`src/rtl/core_pkg.sv`:
```
// ---------------------------------------------------------------------------
// core : shared pipeline bus and stall/flush sequencer types
// Revision: 1.0
// ---------------------------------------------------------------------------
`default_nettype none

package core;

  localparam int unsigned RCNT_W = 3;

  typedef struct packed {
    logic [4:0] rs1;
    logic [4:0] rs2;
    logic [4:0] rd;
  } pipeline_bus_t;

  typedef enum logic [1:0] {
    RUN      = 2'd0,
    MD_WAIT  = 2'd1,
    REDIRECT = 2'd2
  } pctrl_state_t;

endpackage

`default_nettype wire

```
`src/rtl/pipeline_ctrl_load_use_detect.sv`:
```
// ---------------------------------------------------------------------------
// load_use_detect : flags an EX load whose destination feeds an ID source
// Revision: 1.0
// ---------------------------------------------------------------------------
`default_nettype none

module load_use_detect (
  input  logic [4:0] i_rd,
  input  logic [4:0] i_rs1,
  input  logic [4:0] i_rs2,
  input  logic       i_is_load,
  output logic       o_hazard
);

  // x0 is hardwired zero, so a load targeting it never creates a dependency
  assign o_hazard = i_is_load && (i_rd != 5'd0) && ((i_rd == i_rs1) || (i_rd == i_rs2));

endmodule

`default_nettype wire

```
`src/rtl/pipeline_ctrl.sv`:
```
// ---------------------------------------------------------------------------
// pipeline_ctrl : stall/flush sequencer for the five-stage core
// Optional macro PIPE_CTRL_PERF_EN adds stall/flush cycle counters.
// Revision: 1.0
// ---------------------------------------------------------------------------
`default_nettype none

module pipeline_ctrl
  import core::*;
#(
  parameter int unsigned REDIRECT_CYCLES = 1,
  parameter int unsigned CNT_W           = 32
) (
  input  logic          clk,
  input  logic          rst,
  input  pipeline_bus_t id_bus_i,
  input  pipeline_bus_t ex_bus_i,
  input  logic          ex_is_load_i,
  input  logic          ex_branch_taken_i,
  input  logic          ex_md_req_i,
  input  logic          md_done_i,
  input  logic          mem_req_i,
  input  logic          mem_ack_i,
  output logic          pc_stall_o,
  output logic          if_id_stall_o,
  output logic          id_ex_stall_o,
  output logic          ex_mem_stall_o,
  output logic          if_id_flush_o,
  output logic          id_ex_flush_o,
  output logic          ex_mem_flush_o,
  output logic          mem_wb_flush_o,
  output logic          md_start_o
`ifdef PIPE_CTRL_PERF_EN
  ,
  output logic [CNT_W-1:0] stall_cycles_o,
  output logic [CNT_W-1:0] flush_cycles_o
`endif
);

  localparam logic [RCNT_W-1:0] C_RCNT_INIT = RCNT_W'(REDIRECT_CYCLES - 1);

  pctrl_state_t      r_state, w_state_nxt;
  logic [RCNT_W-1:0] r_rcnt, w_rcnt_nxt;
  logic              w_freeze, w_hazard, w_unused;
  logic w_pc_stall, w_if_id_stall, w_id_ex_stall, w_ex_mem_stall;
  logic w_if_id_flush, w_id_ex_flush, w_ex_mem_flush, w_mem_wb_flush, w_md_start;

  assign w_freeze = mem_req_i & ~mem_ack_i;
  assign w_unused = ^{id_bus_i.rd, ex_bus_i.rs1, ex_bus_i.rs2};

  load_use_detect u_load_use (
    .i_rd      (ex_bus_i.rd),
    .i_rs1     (id_bus_i.rs1),
    .i_rs2     (id_bus_i.rs2),
    .i_is_load (ex_is_load_i),
    .o_hazard  (w_hazard)
  );

  always_ff @(posedge clk or negedge rst) begin
    if (!rst) begin
      r_state <= RUN;
      r_rcnt  <= '0;
    end else begin
      r_state <= w_state_nxt;
      r_rcnt  <= w_rcnt_nxt;
    end
  end

  always_comb begin
    w_state_nxt = r_state;
    w_rcnt_nxt  = r_rcnt;
    if (!w_freeze) begin
      case (r_state)
        RUN: begin
          if (ex_branch_taken_i) begin
            if (REDIRECT_CYCLES > 1) begin
              w_state_nxt = REDIRECT;
              w_rcnt_nxt  = C_RCNT_INIT;
            end
          end else if (ex_md_req_i) begin
            w_state_nxt = MD_WAIT;
          end
        end
        MD_WAIT: if (md_done_i) w_state_nxt = RUN;
        REDIRECT: begin
          w_rcnt_nxt = r_rcnt - 1'b1;
          if (r_rcnt == RCNT_W'(1)) w_state_nxt = RUN;
        end
        default: w_state_nxt = RUN;
      endcase
    end
  end

  always_comb begin
    {w_pc_stall, w_if_id_stall, w_id_ex_stall, w_ex_mem_stall} = '0;
    {w_if_id_flush, w_id_ex_flush, w_ex_mem_flush, w_mem_wb_flush, w_md_start} = '0;
    if (w_freeze) begin
      {w_pc_stall, w_if_id_stall, w_id_ex_stall, w_ex_mem_stall} = '1;
      w_mem_wb_flush = 1'b1;
    end else begin
      case (r_state)
        RUN: begin
          if (ex_branch_taken_i) begin
            w_if_id_flush = 1'b1;
            w_id_ex_flush = 1'b1;
          end else if (ex_md_req_i) begin
            w_md_start = 1'b1;
            {w_pc_stall, w_if_id_stall, w_id_ex_stall} = '1;
            w_ex_mem_flush = 1'b1;
          end else if (w_hazard) begin
            {w_pc_stall, w_if_id_stall} = '1;
            w_id_ex_flush = 1'b1;
          end
        end
        MD_WAIT: begin
          // done releases everything at once so the result advances this cycle
          if (!md_done_i) begin
            {w_pc_stall, w_if_id_stall, w_id_ex_stall} = '1;
            w_ex_mem_flush = 1'b1;
          end
        end
        REDIRECT: begin
          w_if_id_flush = 1'b1;
          if (w_hazard) begin
            {w_pc_stall, w_if_id_stall} = '1;
            w_id_ex_flush = 1'b1;
          end
        end
        default: ;
      endcase
    end
  end

  // Outputs are forced low for the whole time reset is held
  assign {pc_stall_o, if_id_stall_o, id_ex_stall_o, ex_mem_stall_o,
          if_id_flush_o, id_ex_flush_o, ex_mem_flush_o, mem_wb_flush_o, md_start_o} =
         rst ? {w_pc_stall, w_if_id_stall, w_id_ex_stall, w_ex_mem_stall,
                w_if_id_flush, w_id_ex_flush, w_ex_mem_flush, w_mem_wb_flush, w_md_start}
             : 9'd0;

`ifdef PIPE_CTRL_PERF_EN
  logic [CNT_W-1:0] r_stall_cnt, r_flush_cnt;

  always_ff @(posedge clk or negedge rst) begin
    if (!rst) begin
      r_stall_cnt <= '0;
      r_flush_cnt <= '0;
    end else begin
      if (pc_stall_o)    r_stall_cnt <= r_stall_cnt + 1'b1;
      if (if_id_flush_o) r_flush_cnt <= r_flush_cnt + 1'b1;
    end
  end

  assign stall_cycles_o = r_stall_cnt;
  assign flush_cycles_o = r_flush_cnt;
`else
  localparam int unsigned C_UNUSED_CNT_W = CNT_W;
`endif

endmodule

`default_nettype wire

```
`config.mk`:
```
export PLATFORM = sky130hd
export DESIGN_NAME = pipeline_ctrl
export DESIGN_NICKNAME = d
export VERILOG_FILES = /design/src/rtl/core_pkg.sv /design/src/rtl/pipeline_ctrl_load_use_detect.sv /design/src/rtl/pipeline_ctrl.sv
export SDC_FILE = /design/constraint.sdc
export NUM_CORES = 1
export LEC_CHECK = 0
export ABC_AREA = 0
export CORE_AREA = 2 2 39 41
export CTS_CLUSTER_DIAMETER = 150
export DETAILED_ROUTE_END_ITERATION = 10
export DIE_AREA = 0 0 41 43
export DONT_BUFFER_PORTS = 1
export PLACE_DENSITY = 0.41
export SYNTH_ARGS = -nofsm -noshare
export SYNTH_HDL_FRONTEND = slang
export SYNTH_SLANG_ARGS = --single-unit
```
`constraint.sdc`:
```
create_clock -name clk -period 3.3 [get_ports clk]
set_input_delay 0.99 -clock clk [delete_from_list [all_inputs] [get_ports clk]]
set_output_delay 0.99 -clock clk [all_outputs]
set_load 0.01 [all_outputs]
```
### Word level (Yosys, flattened, before mapping)

Index checks and enable logic that the tools add are counted.

* $add $sub $neg: 1
* equal/unequal tests: 9
* muxes and demuxes: 27
* bitwise operators: 3
* reductions and logical operators: 7

Operator list (number)
* $mux W1: 17
* $eq A5 B5 Y1: 2
* $mux W9: 1
* $mux W2: 4
* $ne A2 B2 Y1 const B: 4
* $pmux W1 S2: 3
* $pmux W2 S3: 1
* $reduce_and A5 Y1: 1
* $reduce_bool A5 Y1: 1
* $eq A3 B1 Y1 const B: 1
* $pmux W1 S3: 1
* $sub A3 B1 Y3 const B: 1
* $eq A2 B1 Y1 const B: 1
* $eq A2 B2 Y1 const B: 1
* $logic_and A1 B1 Y1: 2
* $logic_not A2 Y1: 1
* $not A1 Y1: 2
* $reduce_and A2 Y1: 1
* $and A1 B1 Y1: 1
* $logic_or A1 B1 Y1: 1

* register bits after elaboration: 5
* bits of input ports: 38
* output and inout port bits: 9
* logic and storage cells: 49

### Longest topological paths before layout

* depth in word-level cells: 9
* depth in mapped cells: 5
* mapped depth without buffers: 4

### Hierarchy

From an unflattened synthesis, not the netlist that was laid out.

* cell total of the unflattened synthesis: 42
* area total of the unflattened synthesis: 309.0 µm²

Modules (own cells, without submodules)
* pipeline_ctrl: times used 1, cells each 25, area an instance 183.9 µm², seq. area each 25.0 µm²
* load_use_detect: times used 1, cells each 17, area an instance 125.1 µm², seq. area each 0.0 µm²

### Worst setup path before layout

OpenSTA, ideal clock, no wires.

* path type: input port to output port
* from: input ex_bus_i[3] (netlist name)
* to: output pc_stall_o
* data arrival time: 2057 ps
* required time: 2310 ps
* path slack: 253 ps
* cell stages on the path: 5
* buffers on the path: 1
* cell sequence: xor2_1 -> nor3_1 -> a22oi_1 -> o31ai_1 -> buf_4

* cells in the longest elaborated chain, start to end: 9
* elaborated cells on any way between the ends: 12
* those cells by class: 2 x eq/ne; 6 x mux; 4 x reduce/logical

Ends and longest elaborated chain
* from (decl): RTL line pipeline_ctrl.sv:17 `input pipeline_bus_t ex_bus_i,`
* $eq A5 B5 Y1 or $reduce_bool A5 Y1 (tied branches): RTL line pipeline_ctrl_load_use_detect.sv:16 `assign o_hazard = i_is_load && (i_rd != 5'd0) && ((i_rd == i_rs1) || (i_rd == i_rs2));`
* $logic_or A1 B1 Y1 or $logic_and A1 B1 Y1 (tied branches): RTL line pipeline_ctrl_load_use_detect.sv:16
* $logic_and A1 B1 Y1 *: RTL line pipeline_ctrl_load_use_detect.sv:16
* $mux W1 *: RTL line pipeline_ctrl.sv:110, pipeline_ctrl.sv:124
* $mux W1: RTL line pipeline_ctrl.sv:106 `end else if (ex_md_req_i) begin`
* $mux W1: RTL line pipeline_ctrl.sv:103 `if (ex_branch_taken_i) begin`
* $pmux W1 S3 *: RTL line pipeline_ctrl.sv:101 `case (r_state)`
* $mux W1 *: RTL line pipeline_ctrl.sv:97 `if (w_freeze) begin`
* $mux W9 *: RTL line pipeline_ctrl.sv:137 `rst ? {w_pc_stall, w_if_id_stall, w_id_ex_stall, w_ex_mem_stall,`
* to (decl): RTL line pipeline_ctrl.sv:24 `output logic pc_stall_o,`

Mark *: on every way between the ends. The rest lies on a longest branch, timed or not.

### Final worst setup path

* from: input mem_req_i
* to: output id_ex_flush_o

* cells in the longest elaborated chain, start to end: 3

Ends and longest elaborated chain
* from (decl): RTL line pipeline_ctrl.sv:22 `input logic mem_req_i,`
* $and A1 B1 Y1: RTL line pipeline_ctrl.sv:48 `assign w_freeze = mem_req_i & ~mem_ack_i;`
* $mux W1: RTL line pipeline_ctrl.sv:97
* $mux W9: RTL line pipeline_ctrl.sv:137
* to (decl): RTL line pipeline_ctrl.sv:29 `output logic id_ex_flush_o,`

Every way passes these cells.

==> reports/qor.yml <==
status:
  status: "finished, final reports clean"
floorplan:
  start_util_pct: 22.9
  rows: 14
  ios: 47
  dieArea_um2: 1760
  die_h_um: 43
  fp.dieW_um: 41
  core_um2: 1380
layout:
  fin_cells: 54
  largest_register_ffs: 1
  largestRegisters: "r_state (1)"
  regMostFlops: "r_state"
  final_area_um2: 329
  area_delta_synth_final_pct: 3.95
  layout-drive-gt1-share_pct: 23.7
  nets: 78
  utilization_pct: 23.8
  diodes: 0
sta:
  hold_violations: 0
  max-slew-margin-rel_pct: 74.6
  fin_crit_sh_pct: 89.8
  finalWorstSetupSlack_ns: 0.337
  timing.fmax_ghz: 0.337
  tightest_slew_ns: 0.378
  rsz0062_at_grt: "false"
  final_max_slew_viol_count: 0
  tns_ns: 0
  setup_viol: 0
  finalCriticalPeriod_ns: 2.96
  clock_skew_ns: 0
route:
  routed_wl_um: 663
  vias: 255
  ant_nets: 0
  drt_iter0_markers: 1
  wl_per_cell_um: 12.3
  via_per_inst: 4.72
  route.detailed.drc: 0
  drt_pass1_iterations: 2
flow_run:
  max_cap_viol_count: 0
synth:
  ys_ff_latch: 1
  yosysWarnings: 0
  netlist.area_leader.share_pct: 27.7
  syn_area_per_cell_um2: 8.12
  synth_nets: 77
  synth_top_cell_by_area: "xor2_1"
  synthTopCellsByArea: "xor2_1 28%, dfrtp_1 7.9%, nand2b_1 5.9%"
  synth.distinct_cells: 23
  syn_area_um2: 317
  synth_cells: 39
  ys_seq_area_share_pct: 7.91
clock_tree:
  postCtsSetupBuffers: 0
  worst_skew_pair.late_latency_ns: 0
  post_cts_resized: 0
  ctsHoldBuffers: 0
  clk_pin_slew_worst_paths_ns: 0
global_routing:
  grt_pass1_wl_um: 986
  grt_max_degree: 8
  grt_pass1_vias: 240
  grt_usage_pct: 7.52
  grt_overflow: 0
  grt_antenna_before_repair: 0
setup_path:
  cp_max_fo: 7
  endpoint_kind: "primary output"
  cp-start-kind: "input port"
  max_stage_delay_ns: 0.47
  cp.arrival_ns: 1.97
  crit_path_cell_trace: "nor2b_4 > nand2b_4 > or4_1 > o21bai_1"
  cp_slowest_cell: "or4_1"
  required_ns: 2.31
  path_class: "in -> out"
place:
  post-place-cells: 54
  place_ws_ns: 0.320
  placed_area_um2: 329
  io_buffers: 0
  place_congestion: 0.622
  hpwlAfterDp_um: 624
pwr:
  p_leak_uw: 0.000133
  pwr_density_cell_nw_per_um2: 213
  ir_drop_uv: 61.1
min_path:
  min_path_type: "reg -> reg"
==> where the power goes <==
part / switching (uW) / total, uW / internal, uW / leakage, uW
registers: 5.85 / 22.2 / 16.3 / 0.0000118
clock network: 0 / 0 / 0 / 0
logic: 22.3 / 47.8 / 25.6 / 0.000121
total: 28.1 / 70.0 / 41.9 / 0.000133
==> synthesized netlist by cell type, drive strengths merged <==
| library cell | count |
|---|---|
| xor2 | 10 |
| nand2b | 4 |
| nor2 | 3 |
| nor3 | 3 |
| buf | 2 |
| o21ai | 2 |
| or4 | 2 |
| a22oi | 1 |
| and2 | 1 |
| and2b | 1 |
| dfrtp | 1 |
| inv | 1 |
| mux2i | 1 |
| nand2 | 1 |
| nand3 | 1 |
| nor2b | 1 |
| nor3b | 1 |
| o21bai | 1 |
| o22a | 1 |
| o31ai | 1 |
==> worst max-delay path, delay by kind of cell <==
family | cells | cell delay (ns)
compound gates | 1 | 0.25
simple gates | 3 | 0.73
==> routing by layer <==
layer | up-vias | wire length, um | track usage (%)
li1 | 133 | - | -
met1 | 110 | 233 | 11.2
met2 | 12 | 342 | 11.6
met3 | 0 | 86 | 1.57
met4 | 0 | 0 | 0
met5 | - | 0 | 0
==> path summary, 6_finish.rpt <==
path | endpoint | slack, ns | depth (start not counted) | from
worst max-delay path | id_ex_flush_o | 0.34 | 4 | mem_req_i
max in group asynchronous | r_state[0]$_DFFE_PN0P_ | 2.54 | 0 | rst
min in group asynchronous | r_state[0]$_DFFE_PN0P_ | 0.69 | 0 | rst
worst min-delay path | r_state[0]$_DFFE_PN0P_ | 0.59 | 1 | r_state[0]$_DFFE_PN0P_
worst min register to register | r_state[0]$_DFFE_PN0P_ | 0.59 | 1 | r_state[0]$_DFFE_PN0P_
worst max register to register | r_state[0]$_DFFE_PN0P_ | 2.45 | 2 | r_state[0]$_DFFE_PN0P_
==> metrics by stage <==
step           power [uW]  hold slack, ns
6_report             70.0           0.594
5_1_grt              76.9           0.632
4_1_cts              71.6           0.603
3_5_place_dp         71.5           0.600
3_3_place_gp         71.5           0.600
2_1_floorplan        64.9           0.547
==> logic make-up (layout without fill, tap and decap cells) <==
| group | Yosys count | count (layout) | share of synthesized area, % |
|---|---|---|---|
| flip-flops | 1 | 1 | 7.90 |
| XOR/XNOR | 10 | 10 | 27.7 |
| AND/OR/NAND/NOR | 18 | 18 | 40.7 |
| buffers and inverters | 3 | 2 | 5.93 |
| multiplexers | 1 | 1 | 3.16 |
| AO/OA/AOI/OAI | 6 | 6 | 14.6 |
==> placed cells by master, fill, tap and decap left out, drive strengths merged <==
cell type / n
mux2i: 1
xor2: 10
nor2b: 1
nor3: 3
and2b: 1
nor2: 3
buf: 1
dfrtp: 1
nor3b: 1
nand3: 1
nand2b: 4
and2: 1
nand2: 1
inv: 1
o21ai: 2
o21bai: 1
o22a: 1
o31ai: 1
or4: 2
a22oi: 1
==> cell type report <==
type                       instances  area (um2)
sequential                         1        25.0
tap                               16        20.0
multi-input combinational         35         273
timing repair buffer               1        7.51
inverter                           1        3.75
fill                             160        1050
Power figures use the tool's default switching activity.
